==> config.mk <==
export PLATFORM = sky130hd
export DESIGN_NAME = ssaes_subnibbles_serial
export DESIGN_NICKNAME = d
export VERILOG_FILES = /design/src/rtl/ssaes_subnibbles_serial.sv
export SDC_FILE = /design/constraint.sdc
export NUM_CORES = 1
export LEC_CHECK = 0
export BUFFER_PORTS_ARGS = -buffer_cell sky130_fd_sc_hd__clkbuf_2
export CORE_MARGIN = 2
export CORE_UTILIZATION = 44
export CTS_CLUSTER_DIAMETER = 30
export DETAILED_ROUTE_END_ITERATION = 6
export PLACE_DENSITY = 0.74
export REMOVE_ABC_BUFFERS = 1
export SKIP_CTS_REPAIR_TIMING = 1
export SLEW_MARGIN = 20
export SYNTH_ARGS = -nofsm -noshare
export SYNTH_HDL_FRONTEND = slang
export SYNTH_SLANG_ARGS = --single-unit
==> constraint.sdc <==
create_clock -name clk -period 2.1 [get_ports clk]
set_input_delay 0.105 -clock clk [delete_from_list [all_inputs] [get_ports clk]]
set_output_delay 0.105 -clock clk [all_outputs]
set_load 0.005 [all_outputs]
==> src/rtl/ssaes_subnibbles_serial.sv <==
// SubNibbles layer for the SSAES444 datapath: the 64-bit state is rotated
// through one combinational 4-bit Canright S-box, one nibble per cycle, and
// handed downstream once all 16 nibbles have been substituted.
module ssaes_subnibbles_serial #(
  parameter int unsigned NIBBLE_W    = 4,
  parameter int unsigned NUM_NIBBLES = 16
) (
  input  logic                            clk,
  input  logic                            rst,
  input  logic                            in_valid,
  output logic                            in_ready,
  input  logic [NIBBLE_W*NUM_NIBBLES-1:0] in_data,
  output logic                            out_valid,
  input  logic                            out_ready,
  output logic [NIBBLE_W*NUM_NIBBLES-1:0] out_data,
  output logic                            busy
);

  localparam int unsigned STATE_W = NIBBLE_W * NUM_NIBBLES;
  localparam int unsigned CNT_W   = (NUM_NIBBLES > 1) ? $clog2(NUM_NIBBLES) : 1;
  localparam logic [CNT_W-1:0] CNT_LAST = CNT_W'(NUM_NIBBLES - 1);

  typedef enum logic [1:0] {
    IDLE = 2'd0,
    SUB  = 2'd1,
    DONE = 2'd2
  } state_t;

  state_t               state, state_nxt;
  logic [STATE_W-1:0]   data_q, data_nxt;
  logic [CNT_W-1:0]     cnt, cnt_nxt;
  logic [NIBBLE_W-1:0]  sbox_in, sbox_out;

  // The lowest nibble is always the one presented to the S-box
  assign sbox_in  = data_q[NIBBLE_W-1:0];
  assign out_data = data_q;

  // Canright 4-bit S-box (combinational, single shared instance)
  always_comb begin : canright_sbox
    sbox_out = '0;
    unique case (sbox_in)
      4'h0: sbox_out = 4'h6;
      4'h1: sbox_out = 4'hB;
      4'h2: sbox_out = 4'h5;
      4'h3: sbox_out = 4'h4;
      4'h4: sbox_out = 4'h2;
      4'h5: sbox_out = 4'hE;
      4'h6: sbox_out = 4'h7;
      4'h7: sbox_out = 4'hA;
      4'h8: sbox_out = 4'h9;
      4'h9: sbox_out = 4'hD;
      4'hA: sbox_out = 4'hF;
      4'hB: sbox_out = 4'hC;
      4'hC: sbox_out = 4'h3;
      4'hD: sbox_out = 4'h1;
      4'hE: sbox_out = 4'h0;
      4'hF: sbox_out = 4'h8;
      default: sbox_out = '0;
    endcase
  end

  // Next-state, datapath and counter update
  always_comb begin
    state_nxt = state;
    data_nxt  = data_q;
    cnt_nxt   = cnt;
    unique case (state)
      IDLE: begin
        if (in_valid) begin
          data_nxt  = in_data;
          cnt_nxt   = '0;
          state_nxt = SUB;
        end
      end
      SUB: begin
        // Rotate right one nibble; the substituted nibble re-enters at the top
        data_nxt = {sbox_out, data_q[STATE_W-1:NIBBLE_W]};
        cnt_nxt  = CNT_W'(cnt + CNT_W'(1));
        if (cnt == CNT_LAST) begin
          state_nxt = DONE;
        end
      end
      DONE: begin
        if (out_ready) begin
          state_nxt = IDLE;
        end
      end
      default: begin
        state_nxt = IDLE;
      end
    endcase
  end

  // State, datapath and registered handshake flags
  always_ff @(posedge clk or posedge rst) begin
    if (rst) begin
      state     <= IDLE;
      data_q    <= '0;
      cnt       <= '0;
      in_ready  <= 1'b1;
      out_valid <= 1'b0;
      busy      <= 1'b0;
    end else begin
      state     <= state_nxt;
      data_q    <= data_nxt;
      cnt       <= cnt_nxt;
      in_ready  <= (state_nxt == IDLE);
      out_valid <= (state_nxt == DONE);
      busy      <= (state_nxt == SUB);
    end
  end

endmodule
### After elaboration in Yosys (flattened, before gate mapping)

Memory sizes are Yosys's and may differ from the RTL's.
Cells that the tools add are included.

| cells by class | value |
|---|---|
| add/sub/neg operators | 1 |
| reduce and logical (&&, ||, !) cells | 4 |
| multiplexer cells | 8 |
| equal/unequal tests | 6 |

Operators by type and width:

| operator | number |
|---|---|
| case mux 64 bit (2 select lines) | 1 |
| 2-to-1 mux 64 bit | 1 |
| case mux 4 bit (2 select lines) | 1 |
| 2-to-1 mux 2 bit | 3 |
| case mux 2 bit (3 select lines) | 1 |
| adder 4 x 1 -> 4 bit (second input constant) | 1 |
| equality test 2 x 1 -> 1 bit (second input constant) | 2 |
| equality test 2 bit (second input constant) | 2 |
| equality test 4 bit (second input constant) | 1 |
| logical NOT 2 bit | 2 |
| 2-to-1 mux 4 bit | 1 |
| != test 2 bit (second input constant) | 1 |
| AND reduction 2 bit | 1 |
| nonzero test 2 bit | 1 |

| storage, ports and cells | value |
|---|---|
| bits in registers | 73 |
| input bits | 68 |
| ROM bits | 64 |
| memories | 1 |
| output and inout bits | 67 |

Memory list:

| memory | words | width | rd ports | clocked after Yosys merged registers in | wr ports | RTL line | RTL |
|---|---|---|---|---|---|---|---|
| (no name shown) | 16 | 4 | 1 | 0 | 0 | 41 | `unique case (sbox_in)` |

### Depth between registers and ports, before layout

Gate-level depths: netlist of the first run.

| logic depth | value |
|---|---|
| depth in word-level cells | 4 |
| gate-level depth with buffers | 6 |
| gate-level depth less buffers | 6 |

### Least setup slack after synthesis of the first run

No wires, ideal clock.

| timing path | value |
|---|---|
| path type | register to register |
| start | register data_q[1], in the netlist out_data[1] |
| end | register data_q[60], in the netlist out_data[60] |
| data required time | 1.972 ns |
| path slack | 0.570 ns |
| clock period less this slack | 1.530 ns |
| path buffers | 0 |
| stages on the path, launching flop included | 6 |
| setup time | 0.128 ns |
| arrival time | 1.402 ns |
| cells stage by stage | dfrtp_1 -> inv_1 -> ha_1 -> mux4_2 -> nor2_1 -> nor3_1 |

| on the way | value |
|---|---|
| cells in the longest elaborated chain, start to end | 2 |

RTL lines:

| item | RTL line | RTL |
|---|---|---|
| start, declared | 30 | `logic [STATE_W-1:0] data_q, data_nxt;` |
| start signal, assigned | 105 | `data_q <= data_nxt;` |
| memory read (16 x 4 bit) | -- |  |
| case mux 64 bit (2 select lines) | 67 | `unique case (state)` |

No other way between the ends.
A chain may end at the register's enable or synchronous reset.

### Final worst setup path of the first run

| timing path | value |
|---|---|
| start | register data_q[0], in the netlist out_data[0] |
| end | register data_q[60], in the netlist out_data[60] |

The elaborated chain is that of the path after synthesis.

==> impl_metrics.env, run 1 <==
export IMPL_status="finished, final reports clean"
export IMPL_die_h_um=91.61
export IMPL_n_fill_cell=681
export IMPL_routabilityCongestion=0.7745
export IMPL_crit_family="multiplexers"
export IMPL_min_path_type="in -> reg"
export IMPL_final_common_cell="clkbuf_2"
export IMPL_start_util_pct=46.07
export IMPL_p_leak_nw=2.010
export IMPL_drt_first_pass_iters=4
export IMPL_yosys_area_top_type="dfrtp_1"
export IMPL_rsz0062_at_grt="false"
export IMPL_worstPathRequired_ns=2.31
export IMPL_fin_crit_ns=1.703
export IMPL_cp_slowest_cell="mux4_2"
export IMPL_synth_seq_cells=73
export IMPL_grt_overflow_total=0
export IMPL_critPathCaptureType="flip-flop"
export IMPL_clockPowerShare_pct=13.4
export IMPL_slew_headroom_pct=71.66
export IMPL_p_switching_mw=2.682
export IMPL_drt_iter0_drc=110
export IMPL_worstSetupPathType="reg -> reg"
export IMPL_switching_share_pct=39.62
export IMPL_drive_above_1_share_pct=35.03
export IMPL_wl_per_cell_um=14.96
export IMPL_detail_route_vias_per_cell=5.370
export IMPL_routed_wirelength_um=8527
export IMPL_cts_tree="built"
export IMPL_fin_nets=543
export IMPL_grt_pass1_wl_um=13900
export IMPL_final_cell_mix="clkbuf_2 (134), dfrtp_1 (70), nand2_1 (62)"
export IMPL_maxSlewViolCount=0
export IMPL_tns_ns=0
export IMPL_fin_ws_ns=0.3973
export IMPL_power_internal_mw=4.087
export IMPL_yosysWarnings=0
export IMPL_track_usage_pct=20.63
export IMPL_max_slew_worst_pin_slew_ns=0.4252
export IMPL_clock_root_buffer="clkbuf_8"
export IMPL_die_x_um=91.61
export IMPL_syn_inst=342
export IMPL_insertion_delay_ns=0.33
export IMPL_p_total_mw=6.769
export IMPL_area_growth_syn_to_layout_pct=26.16
export IMPL_dp_slack_ns=0.4118
export IMPL_htreeDepth=3
export IMPL_finClkSkew_ns=0.008223
export IMPL_cts_made_buffers=9
export IMPL_power_density_mw_per_mm2=1589
export IMPL_die_area_mm2=0.008391
export IMPL_io_pins=135
export IMPL_power_frac_seq_pct=41.5
export IMPL_synth_top_area_share_pct=53.35
export IMPL_cp_arrival_ns=1.91
export IMPL_drv_cap=0
export IMPL_dp_hpwl_um=5994
export IMPL_startpoint_type="flip-flop"
export IMPL_num_rows=31
export IMPL_vias=3061
export IMPL_clkSlewWorstSetupHoldPaths_ns=0.07
export IMPL_clock_sinks=73
export IMPL_cp_num_buf_inv=1
export IMPL_pwr_share_comb_pct=45.0
export IMPL_grt_pass1_vias=2923
export IMPL_core_area_mm2=0.007331
export IMPL_antenna_found_initial=0
export IMPL_avgSynthCellArea_um2=9.874
export IMPL_grt_start_max_net_pins=35
export IMPL_ys_seq_area_share_pct=54.13
export IMPL_ant_nets=0
export IMPL_critical_path_cell_chain="inv_1 -> ha_1 -> mux4_2 -> nor2_1 -> nor3_1"
export IMPL_route_detailed_drc=0
export IMPL_synth_distinct_cells=29
export IMPL_num_antenna_cells=0
export IMPL_multi_input_area_mm2=0.001369
export IMPL_max_stage_delay_ns=0.47
export IMPL_ir_worst_vdd_mv=0.6779
export IMPL_synth_area_leaders="dfrtp_1 (53%), a22oi_1 (13%), o21ai_1 (7.7%), nand2_1 (6.9%), ha_1 (2.6%)"
export IMPL_hold_viol=0
export IMPL_port_buffers=134
export IMPL_worstPathMaxFanout=6
export IMPL_max_freq_ghz=0.5873
export IMPL_fin_crit_sh_pct=81.08
export IMPL_finalSetupViolCount=0
export IMPL_seqCellArea_mm2=0.001831
export IMPL_synth_area_mm2=0.003377
export IMPL_clockBufferDepth=2
[per-layer routing]
metal	vias to the layer above	wire length [um]	GRT usage (%)
met2	108	3917	29.96
met1	1457	3859	29.46
met3	16	559	4.730
met5	-	0	0
li1	1480	-	-
met4	0	191	9.091
[path summary, 6_finish.rpt]
kind	startpoint	to	slack, ns	depth (start not counted)
setup reg to reg	out_data[0]$_DFFE_PP0P_	out_data[60]$_DFFE_PP0P_	0.40	5
hold reg to reg	out_data[27]$_DFFE_PP0P_	out_data[27]$_DFFE_PP0P_	0.51	2
max in group asynchronous	rst	in_ready$_DFF_PP1_	1.23	4
setup / recovery	out_data[0]$_DFFE_PP0P_	out_data[60]$_DFFE_PP0P_	0.40	5
min in group asynchronous	rst	out_data[40]$_DFFE_PP0P_	0.19	3
hold / removal	in_data[52]	out_data[52]$_DFFE_PP0P_	0.05	3
[flip-flops by register name (all words and copies together), names as in the netlist]
register,cells
cnt,4
out_valid,1
busy,1
out_data,64
state,2
in_ready,1
[power by group through the flow]
stage	sequential, mW	combinational, mW	clock, mW
after global placement	2.79	2.97	0
after global routing	2.92	3.44	1.00
final	2.81	3.05	0.909
after floorplan	2.87	1.70	0
after detailed placement	2.83	3.08	0
after CTS	2.81	3.08	0.937
[metrics by stage]
stage	hold WS, ns	std cells	area (um^2)	util [%]
6_report	0.04585	570	4260	58.12
5_1_grt	0.05069	570	4260	58.12
4_1_cts	-0.3811	569	4250	57.98
3_5_place_dp	-0.01535	555	4096	55.88
3_3_place_gp	-0.02520	555	4096	55.88
2_1_floorplan	0.2871	312	3204	-
[worst register-to-register path, stage by stage, from the launching register on]
cell	delay [ns]
dfrtp_1	0.46
inv_1	0.13
ha_1	0.34
mux4_2	0.47
nor2_1	0.12
nor3_1	0.06
[cell families (layout without fill, tap and decap cells)]
group,Yosys count,in the layout,synth area share (%)
AO/OA/AOI/OAI,142,142,26.68
adder cells (fa/ha/maj),7,7,2.593
buffers and inverters,34,163,5.557
flip-flops,73,73,54.13
multiplexers,2,2,0.9633
AND/OR/NAND/NOR,84,84,10.08
[cell type report]
class | instances | area share [%]
timing repair buffer | 145 | 18.03
multi-input combinational | 235 | 32.13
sequential | 73 | 42.97
inverter | 4 | 0.3524
clock inverter | 1 | 0.1175
clock buffer | 13 | 3.495
tap | 99 | 2.907
[cell usage after synthesis]
library cell   n
dfrtp_1       72
nand2_1       62
a22oi_1       60
o21ai_1       52
buf_2         12
clkbuf_1      12
o21ai_0       12
nor2_1        11
a21oi_1        8
ha_1           7
buf_6          6
inv_1          4
a22o_1         2
a41oi_1        2
nand2b_1       2
nand3_1        2
nor2b_1        2
nor3_1         2
o22ai_1        2
a21o_1         1
a221oi_2       1
dfstp_2        1
mux2i_1        1
mux4_2         1
nor2_2         1
nor4b_1        1
o221a_2        1
o221ai_1       1
or2_1          1
No activity file was read; power rests on OpenSTA's default activity.
==> run 2: changes to the inputs <==
- CORE_UTILIZATION: 44 -> 45
- PLACE_DENSITY: 0.74 -> 0.72
- clock period: 2.1 -> 1.67 ns (I/O delays scaled with it)
==> run 2 against run 1 <==
Setup slack worse by 0.24 ns. Critical path type unchanged. Clock skew is 0.0010 ns lower. Fmax is 13% higher. Design area is 3.4% higher. Sequential share of layout area is 1.4 points lower. Global-route usage is 0.47 points higher.
==> impl_metrics.env, run 2 (same netlist as run 1, synthesis figures left out) <==
export IMPL_worstPathMaxFanout=5
export IMPL_vias=3069
export IMPL_ir_worst_vdd_mv=0.8731
export IMPL_r2r_start="out_data[1]$_DFFE_PP0P_"
export IMPL_cts_made_buffers=9
export IMPL_max_slew_worst_pin_slew_ns=0.4181
export IMPL_maxSlewViolCount=0
export IMPL_grt_pass1_wl_um=14090
export IMPL_track_usage_pct=21.10
export IMPL_die_x_um=90.63
export IMPL_p_switching_mw=3.392
export IMPL_hold_viol=0
export IMPL_drv_cap=0
export IMPL_power_density_mw_per_mm2=2039
export IMPL_routabilityCongestion=0.8062
export IMPL_worstSetupPathType="reg -> reg"
export IMPL_drt_first_pass_iters=4
export IMPL_clockPowerShare_pct=16.6
export IMPL_grt_overflow_total=0
export IMPL_pwr_share_comb_pct=45.3
export IMPL_status="finished, final reports clean"
export IMPL_max_stage_delay_ns=0.45
export IMPL_fin_nets=548
export IMPL_cp_num_buf_inv=1
export IMPL_num_antenna_cells=0
export IMPL_wl_per_cell_um=14.67
export IMPL_p_total_mw=8.983
export IMPL_clkSlewWorstSetupHoldPaths_ns=0.07
export IMPL_worstPathRequired_ns=1.89
export IMPL_start_util_pct=46.56
export IMPL_power_frac_seq_pct=38.1
export IMPL_area_growth_syn_to_layout_pct=30.46
export IMPL_cp_slowest_cell="mux4_2"
export IMPL_critical_path_cell_chain="inv_1 -> ha_1 -> mux4_2 -> nor2_1 -> nor3_1"
export IMPL_route_detailed_drc=0
export IMPL_cts_tree="built"
export IMPL_clock_root_buffer="clkbuf_8"
export IMPL_finClkSkew_ns=0.007198
export IMPL_htreeDepth=3
export IMPL_largest_register_ff_count=64
export IMPL_worstHoldStart="in_data[48]"
export IMPL_die_area_mm2=0.008214
export IMPL_num_rows=31
export IMPL_core_area_mm2=0.007253
export IMPL_crit_family="multiplexers"
export IMPL_io_pins=135
export IMPL_power_internal_mw=5.591
export IMPL_clock_sinks=73
export IMPL_max_freq_ghz=0.6624
export IMPL_grt_pass1_vias=2863
export IMPL_min_to="out_data[48]$_DFFE_PP0P_"
export IMPL_ant_nets=0
export IMPL_r2r_setup_slack_ns=0.16
export IMPL_rsz0062_at_grt="false"
export IMPL_min_path_type="in -> reg"
export IMPL_final_cell_mix="clkbuf_2 (134), dfrtp_1 (70), nand2_1 (62)"
export IMPL_ff2ff_path_depth=5
export IMPL_drt_iter0_drc=157
export IMPL_critPathCaptureType="flip-flop"
export IMPL_cp_arrival_ns=1.73
export IMPL_finalSetupViolCount=0
export IMPL_routed_wirelength_um=8448
export IMPL_timing_rr_end="out_data[60]$_DFFE_PP0P_"
export IMPL_detail_route_vias_per_cell=5.328
export IMPL_fin_crit_sh_pct=90.39
export IMPL_clockBufferDepth=2
export IMPL_dp_hpwl_um=5835
export IMPL_slew_headroom_pct=72.13
export IMPL_switching_share_pct=37.76
export IMPL_insertion_delay_ns=0.34
export IMPL_startpoint_type="flip-flop"
export IMPL_p_leak_nw=2.079
export IMPL_antenna_found_initial=0
export IMPL_final_common_cell="clkbuf_2"
export IMPL_drive_above_1_share_pct=36.06
export IMPL_hold_depth=3
export IMPL_fin_crit_ns=1.510
export IMPL_tns_ns=0
export IMPL_grt_start_max_net_pins=74
export IMPL_port_buffers=134
export IMPL_die_h_um=90.63
[run 2: changes by cell type in the layout (fill, tap and decap cells not counted)]
cell / before / now
clkbuf_1: 3 / 2
bufinv_16: 0 / 2
inv_2: 1 / 0
buf_12: 1 / 5
clkinv_2: 1 / 2
buf_4: 9 / 10
[run 2: through the flow]
step                      hold WS (ns)  instance area (um^2)  cells  util (%)  worst slack [ns]
after floorplan                 0.2656                  3204    312         -            -1.901
final                          0.01666                  4405    576     60.74            0.1605
after detailed placement        0.1860                  4185    560     57.70            0.1583
after global placement          0.1847                  4185    560     57.70            0.2145
after global routing          0.009243                  4405    576     60.74           0.02900
after CTS                      -0.1911                  4395    575     60.60            0.1442
[run 2: worst reg2reg max path, stage by stage (launching register included)]
cell and delay (ns):
dfrtp_1 0.38, inv_1 0.13, ha_1 0.26, mux4_2 0.45, nor2_1 0.11, nor3_1 0.06
[run 2: layer usage]
layer | routed length (um) | up-vias | GRT usage, % | share of wire (%)
met5 | 0 | - | 0 | 0
met4 | 98 | 0 | 6.282 | 1.2
met3 | 653 | 9 | 6.010 | 7.7
met2 | 3812 | 106 | 31.65 | 45
met1 | 3883 | 1459 | 29.83 | 46
li1 | - | 1495 | - | -
[run 2: final cells by class]
type / instances / area [um^2]
flip-flops and latches: 73 / 1831
well taps: 99 / 123.9
fillers: 662 / 2848
clock buffers: 12 / 145.1
multi-input cells: 235 / 1369
repair buffers: 150 / 855.8
inverters: 4 / 16.27
clock inverters: 3 / 65.06
[run 2: worst max path at each step]
| stage | slack (ns) | depth (start not counted) | start | end |
|---|---|---|---|---|
| 3_5_place_dp | 0.16 | 5 | out_data[1]$_DFFE_PP0P_ | out_data[60]$_DFFE_PP0P_ |
| 6_report | 0.16 | 5 | out_data[1]$_DFFE_PP0P_ | out_data[60]$_DFFE_PP0P_ |
| 2_1_floorplan | -1.90 | 3 | state[0]$_DFF_PP0_ | out_data[50]$_DFFE_PP0P_ |
| 4_1_cts | 0.14 | 5 | out_data[1]$_DFFE_PP0P_ | out_data[60]$_DFFE_PP0P_ |
| 5_1_grt | 0.03 | 5 | state[0]$_DFF_PP0_ | out_data[3]$_DFFE_PP0P_ |
| 3_3_place_gp | 0.21 | 5 | out_data[1]$_DFFE_PP0P_ | out_data[60]$_DFFE_PP0P_ |
[run 2: power by group through the flow]
stage / combinational [mW] / sequential [mW] / clock (mW)
2_1_floorplan: 2.13 / 3.61 / 0
3_3_place_gp: 4.01 / 3.41 / 0
3_5_place_dp: 4.14 / 3.43 / 0
4_1_cts: 4.14 / 3.42 / 1.54
5_1_grt: 4.57 / 3.55 / 1.64
6_report: 4.07 / 3.42 / 1.50
==> run 3: changes to the inputs <==
- BUFFER_PORTS_ARGS: -buffer_cell sky130_fd_sc_hd__clkbuf_2 -> not set
- CORE_ASPECT_RATIO: not set -> 1.25
- DONT_BUFFER_PORTS: not set -> 1
- PLACE_DENSITY: 0.72 -> 0.57
==> run 3 against run 2 <==
The run now ends with hold timing left. Setup slack improved by 0.0095 ns. Critical path type unchanged. Register-to-register slack about the same. Core utilization shrank 2.1 points. Largest cell class unchanged. Global-route usage rose by 0.37 points.
==> impl_metrics.env, run 3 (same netlist as run 1, synthesis figures left out) <==
export IMPL_clockBufferDepth=2
export IMPL_insertion_delay_ns=0.34
export IMPL_finalSetupViolCount=0
export IMPL_num_antenna_cells=0
export IMPL_cts_made_buffers=9
export IMPL_grt_start_max_net_pins=39
export IMPL_track_usage_pct=21.46
export IMPL_ir_worst_vdd_mv=0.9833
export IMPL_die_x_um=81.48
export IMPL_slew_headroom_pct=61.48
export IMPL_hold_viol=3
export IMPL_die_area_mm2=0.008218
export IMPL_startpoint_type="flip-flop"
export IMPL_gr_usage_met3_pct=7.258
export IMPL_rsz0062_at_grt="false"
export IMPL_holdWs_ns=-0.02883
export IMPL_fin_crit_ns=1.500
export IMPL_worstSetupPathType="reg -> reg"
export IMPL_clock_root_buffer="clkbuf_8"
export IMPL_maxSlewViolCount=0
export IMPL_drt_first_pass_iters=4
export IMPL_finClkSkew_ns=0.01298
export IMPL_largest_register_ff_count=64
export IMPL_cts_tree="built"
export IMPL_final_common_cell="dfrtp_1"
export IMPL_routabilityCongestion=0.7720
export IMPL_vias=2860
export IMPL_grt_overflow_total=0
export IMPL_io_pins=135
export IMPL_max_freq_ghz=0.6666
export IMPL_drive_above_1_share_pct=10.54
export IMPL_fin_util_pct=58.60
export IMPL_worstPathMaxFanout=4
export IMPL_power_density_mw_per_mm2=1900
export IMPL_clkSlewWorstSetupHoldPaths_ns=0.08
export IMPL_start_util_pct=46.18
export IMPL_grt_busiest_layer="met2"
export IMPL_htreeDepth=3
export IMPL_clock_sinks=73
export IMPL_status="finished, violations left"
export IMPL_drv_cap=0
export IMPL_final_cell_mix="dfrtp_1 (70), nand2_1 (62), dlygate4sd3_1 (62)"
export IMPL_detail_route_vias_per_cell=5.720
export IMPL_drt_iter0_drc=197
export IMPL_violations="hold timing"
export IMPL_worstPathRequired_ns=1.88
export IMPL_ant_nets=0
export IMPL_max_slew_worst_pin_slew_ns=0.5698
export IMPL_grt_pass1_vias=2590
export IMPL_dp_hpwl_um=5791
export IMPL_tns_ns=0
export IMPL_area_growth_syn_to_layout_pct=26.90
export IMPL_core_area_mm2=0.007313
export IMPL_route_detailed_drc=0
export IMPL_r2r_setup_slack_ns=0.17
export IMPL_fin_nets=478
export IMPL_cp_arrival_ns=1.71
export IMPL_p_leak_nw=1.748
export IMPL_wl_per_cell_um=18.21
export IMPL_min_path_type="in -> reg"
export IMPL_die_h_um=100.9
export IMPL_met1_usage_pct=28.19
export IMPL_critPathCaptureType="flip-flop"
export IMPL_use_met2_pct=33.42
export IMPL_fin_crit_sh_pct=89.83
export IMPL_routed_wirelength_um=9103
export IMPL_antenna_found_initial=0
export IMPL_grt_pass1_wl_um=13470
export IMPL_num_rows=35
export IMPL_port_buffers=0
## run 3: through the flow
stage                     cells  area, um^2  power [mW]  setup slack, ns
after global routing        500        4285       8.867          0.06631
after floorplan             312        3204       5.738           -1.901
after detailed placement    422        3491       6.835           0.1648
after CTS                   438        3665       8.089           0.1607
final                       500        4285       8.141           0.1699
after global placement      422        3491       6.712           0.1935
## run 3: cell type report
type                            instances  area, um^2
Fill cell                             630        3028
Sequential cell                        73        1831
Multi-Input combinational cell        235        1369
Timing Repair Buffer                   80       780.7
Clock buffer                           11       141.4
Tap cell                               92       115.1
Clock inverter                          5       32.53
Inverter                                4       16.27
## run 3: worst max-delay path, stage by stage, from the launching register on
cell	delay, ns
dfrtp_1	0.38
inv_1	0.12
ha_1	0.26
mux4_2	0.46
nor2_1	0.10
nor3_1	0.06
## run 3: path summary, 6_finish.rpt
path                                            endpoint                     from  cells after the start
worst min register to register        cnt[0]$_DFFE_PP0P_       cnt[0]$_DFFE_PP0P_                      1
max in group asynchronous             state[0]$_DFF_PP0_                      rst                      3
worst max register to register  out_data[60]$_DFFE_PP0P_  out_data[0]$_DFFE_PP0P_                      5
worst min-delay path             out_data[1]$_DFFE_PP0P_               in_data[1]                      2
min in group asynchronous       out_data[39]$_DFFE_PP0P_                      rst                      2
worst max-delay path            out_data[60]$_DFFE_PP0P_  out_data[0]$_DFFE_PP0P_                      5
## run 3: where the power goes
part / internal (mW) / leakage, nW / switching (mW)
Sequential: 2.69 / 0.877 / 0.997
Clock: 0.575 / 0.0813 / 0.653
Combinational: 1.53 / 0.789 / 1.70
Total: 4.79 / 1.75 / 3.35
## run 3: metal layers
| metal | vias to the layer above | part of all wire [%] |
|---|---|---|
| li1 | 1354 | - |
| met1 | 1390 | 42 |
| met2 | 108 | 49 |
| met3 | 8 | 7.7 |
| met4 | 0 | 1.0 |
| met5 | - | 0 |
